==> src/rtl/div_freq.sv <==
// Enable-gated clock divider: BCLK toggles after every HALF_PERIOD enabled CLK edges.
// Phase is held while EN_CLK is low; BCLK comes straight from a flop.
module div_freq #(
  parameter int HALF_PERIOD = 4,
  parameter int CNT_W       = (HALF_PERIOD <= 1) ? 1 : $clog2(HALF_PERIOD)
) (
  input  logic CLK,
  input  logic RESET,
  input  logic EN_CLK,
  output logic BCLK
);

  localparam logic [CNT_W-1:0] TERM_CNT = CNT_W'(HALF_PERIOD - 1);

  logic [CNT_W-1:0] cnt_q, cnt_d;
  logic             bclk_q, bclk_d;
  logic             term;

  assign term = (cnt_q == TERM_CNT);

  always_comb begin
    cnt_d  = cnt_q;
    bclk_d = bclk_q;
    if (EN_CLK) begin
      // Wrap only at the terminal count so cnt never passes HALF_PERIOD-1.
      if (term) begin
        cnt_d  = '0;
        bclk_d = ~bclk_q;
      end else begin
        cnt_d = cnt_q + 1'b1;
      end
    end
  end

  always_ff @(posedge CLK) begin
    if (RESET) begin
      cnt_q  <= '0;
      bclk_q <= 1'b0;
    end else begin
      cnt_q  <= cnt_d;
      bclk_q <= bclk_d;
    end
  end

  assign BCLK = bclk_q;

endmodule

==> config.mk <==
export PLATFORM = sky130hd
export DESIGN_NAME = div_freq
export DESIGN_NICKNAME = d
export VERILOG_FILES = /design/src/rtl/div_freq.sv
export SDC_FILE = /design/constraint.sdc
export NUM_CORES = 1
export LEC_CHECK = 0
export CELL_PAD_IN_SITES_DETAIL_PLACEMENT = 2
export CELL_PAD_IN_SITES_GLOBAL_PLACEMENT = 2
export CORE_AREA = 2 2 39 41
export DETAILED_ROUTE_END_ITERATION = 8
export DIE_AREA = 0 0 41 43
export PLACE_DENSITY_LB_ADDON = 0.1
export SLEW_MARGIN = 20
export SYNTH_ARGS = -nofsm -noshare
export SYNTH_HDL_FRONTEND = slang
export SYNTH_SLANG_ARGS = --single-unit
==> constraint.sdc <==
create_clock -name CLK -period 1.2 [get_ports CLK]
set_clock_uncertainty 0.2 [all_clocks]
set_input_delay 0.36 -clock CLK [delete_from_list [all_inputs] [get_ports CLK]]
set_output_delay 0.36 -clock CLK [all_outputs]
set_load 0.02 [all_outputs]
# Word level (Yosys, flattened, before mapping)
# Index checks and enable logic that the tools add are counted.
totals:
  output_inout_bits: 1
  regBits: 3
  elab_cells: 7
classes:
  n_mux: 1
  addsub: 1
  bitwise: 1
  eq_ne: 1
  reduce_logical: 1
ops:
  columns: ["op", "count"]
  rows:
  - ["2-bit by 1-bit adder with 2-bit output (second input constant)", 1]
  - ["2-bit equality test (second input constant)", 1]
  - ["2-bit 2-to-1 mux", 1]
  - ["2-bit AND reduction", 1]
  - ["1-bit inverter", 1]

# Logic depth before layout (Yosys ltp)
depth:
  depth_word: 2
  ltp_mapped: 3
  mapped_depth_nobuf: 3

# Worst setup path before layout
# No wires, ideal clock.
synth_path:
  path_kind: "flip-flop to flip-flop"
  startpoint: "reg cnt_q[0]"
  endpoint: "reg cnt_q[0]"
  t_arrival_ns: 0.986
  path_stages_with_launch: 4
  path_buffers: 0
  required_time_ns: 0.934
  setup_slack_ns: -0.052
  period_less_slack_ns: 1.252
  setup_time_ns: 0.066
  path_cell_list: "dfxtp_1 -> ha_1 -> or3b_1 -> a21oi_2"
synth_via:
  elab_chain_cells: 2
  word_cells_on_any_way: 3
  cone_classes: "add/sub (1); eq/ne (1); mux (1)"
synth_rtl:
  columns: ["element", "line_no", "source"]
  rows:
  - ["start: declaration", "15", "logic [CNT_W-1:0] cnt_q, cnt_d;"]
  - ["start signal: assignment", "40", "cnt_q <= cnt_d;"]
  - ["2-bit by 1-bit adder with 2-bit output or 2-bit equality test (tied branches)", "30, 19", null]
  - ["2-bit 2-to-1 mux (*)", "26", "if (term) begin"]
# Mark *: on every way between the ends. The rest lies on a longest branch, timed or not.
# A chain may end at the register's enable or synchronous reset.

# Worst setup path after layout
layout_path:
  startpoint: "reg bclk_q, in the netlist BCLK"
  endpoint: "out BCLK"
layout_rtl:
  columns: ["element", "line_no", "source"]
  rows:
  - ["start: declaration", "16", "logic bclk_q, bclk_d;"]
  - ["start signal: assignment", "41", "bclk_q <= bclk_d;"]
  - ["end: declaration", "10", "output logic BCLK"]
# No word-level cell between the ends.

==> flow_summary.toml <==
[die]
io_pins = 4
core_mm2 = 0.001384
start_util = 0.09584
fp.dieArea_mm2 = 0.001763
die_h_um = 43
die_w_um = 41
row_count = 14

[clocking]
htreeDepth = 1
cts_setup_buffers = 0
cts_buffers = 3
clock-sinks = 3
clock_path_buffers = 2
cts_tree = "done"
clk_latency_ns = 0.23
cts.clk_slew.worst_paths_ns = 0.03
root_buffer = "clkbuf_4"

[cells_and_area]
layout-drive-gt1-share = 0.5909
ff_latch_area_um2 = 63.81
post-route-util = 0.1790
multi_input_area_um2 = 85.08
n_antenna_cell = 0
finalNetCount = 27
fillers = 162
stdcell_count = 38
fin_area_um2 = 247.7
areaGrowthSynthToFinish_pct = 86.79

[detailed_routing]
drtAntennaViolNets = 0
drt-initial-drc-count = 4
first_pass_iters = 2
wl_per_cell_um = 8.632
wirelength_um = 328
dr_total_vias = 123
drc = 0
via_per_inst = 3.237

[worst_setup_path]
worstSetupPathType = "reg -> out"
crit_cells = 1
reg2reg_depth = 3
critical_path.top_delay_family = "flip-flops"
worst-path-buf-inv = 1
cp_max_fo = 3
slowest_stage = "dfxtp_2"
worstSetupEndpointType = "output pin"
start_kind = "register"
worst_path_largest_cell_delay_ns = 0.33
arrival_ns = 0.67
cp.required_ns = 0.64
cp_cell_sequence = "buf_6"

[place]
globalplace.congestion = 0.5668
dpl_cell_area_um2 = 207.7
io_buffers = 3
placed_cells = 34

[sta]
fin_ws_ns = -0.03073
worst_pin_slew_ns = 0.1166
hold_viol_final = 0
setup_violations = 2
final.setup.tns_ns = -0.05832
period_needed_ns = 1.231
fmax_mhz = 812.5
finalCritPeriodShare = 1.026
slew_violations = 0
holdWs_ns = 0.3121
maxSlewHeadroom = 0.9201
grt_setup_unrepaired = "yes"

[global_routing]
grt_pass1_wl_um = 586
grt-ovfl-total = 0
grtUsageMet3 = 0.04712
gr-max-usage-layer = "met2"
grtUsageTotal = 0.05522
grt_pass1_vias = 145
antenna_found_initial = 0
grt_max_degree = 5
grtUsageMet1 = 0.05466
grtUsageMet2 = 0.07188

[synth]
synth_top_cell_area_share = 0.4528
yosysSeqAreaShare = 0.4528
synth_area_leaders = "dfxtp_1, ha_1, a21bo_2, mux2i_1, a21oi_2"
synthCells = 12
synth_compound_area_frac = 0.1792
synth_edf_count = 0
synthMuxAreaShare = 0.07547
synth_most_common_cell = "dfxtp_1"
synthAdderAreaFrac = 0.09434
synthesis.area_um2 = 132.6
ys.flop_type = "dfxtp_1"
synth_cell_type_count = 10
yosys.area_share.xor_xnor = 0
synth_top_family_by_area = "simple AND/OR/NAND/NOR gates"
yosysWarningCount = 0
synth-seq-cells = 3
syn_nets = 16
yosys.area_share.simple = 0.1981
synth_top_area_cell = "dfxtp_1"
syn_avg_cell_area_um2 = 11.05
async_flop_share = 0

[power_and_ir_drop]
ir_drop_v = 0.0004334
powerDensity_mw_per_mm2 = 1305
p_leak_nw = 0.1009

[outcome]
status = "complete, but fails checks"
violations = "setup timing"

[hold_path]
whs_path_depth = 2
hold_path_class = "reg -> reg"

[job]
drv_cap = 0
sequential cells by signal (all words and copies together), names as in the netlist:
signal / count
BCLK: 1
cnt_q: 2
final timing paths:
check                           to                   from  slack [ns]
min reg2reg  cnt_q[1]$_SDFFE_PP0P_  cnt_q[1]$_SDFFE_PP0P_        0.31
max reg2reg  cnt_q[0]$_SDFFE_PP0P_  cnt_q[0]$_SDFFE_PP0P_       -0.03
max                           BCLK      BCLK$_SDFFE_PP0P_       -0.03
min          cnt_q[1]$_SDFFE_PP0P_  cnt_q[1]$_SDFFE_PP0P_        0.31
metrics by stage:
step,worst slack (ns),power [mW]
global route,-0.07881,0.3474
finish,-0.03073,0.3232
detailed placement,-0.3870,0.1475
floorplan,-0.01754,0.1248
global placement,-0.3738,0.1463
CTS,-0.05927,0.3332
final cells by class:
cell class,instances,share of cell area
Clock buffer,4,0.1061
Sequential cell,3,0.2576
Multi-Input combinational cell,9,0.3434
Tap cell,16,0.08081
Timing Repair Buffer,6,0.2121
report_power, final:
part / internal [mW] / switching [mW]
registers: 0.107 / 0.00560
clock network: 0.124 / 0.0493
logic: 0.0232 / 0.0134
total: 0.255 / 0.0683
cells by family (layout without fill, tap and decap cells):
| family | Yosys count | after routing |
|---|---|---|
| multiplexers | 1 | 1 |
| flip-flops | 3 | 3 |
| adder cells (fa/ha/maj) | 1 | 1 |
| AO/OA/AOI/OAI | 3 | 3 |
| buffers and inverters | 0 | 10 |
| AND/OR/NAND/NOR | 4 | 4 |
layout by cell type, fill, tap and decap left out, drive strengths merged, types with 2 or more instances in the layout:
cell / count
a21oi: 2
clkbuf: 4
dfxtp: 3
buf: 4
what timing repair did:
action                                  in CTS  in global routing
gates cloned                                 0                  0
endpoints found under the setup margin       4                  3
hold buffers                                 0                  0
gates resized for setup                     10                  1
pin swaps                                    3                  1
routing by layer:
metal,up-vias,wire [um]
li1,63,-
met1,58,143
met2,2,171
met3,0,13
met4,0,0
met5,-,0
Power figures use the tool's default switching activity.
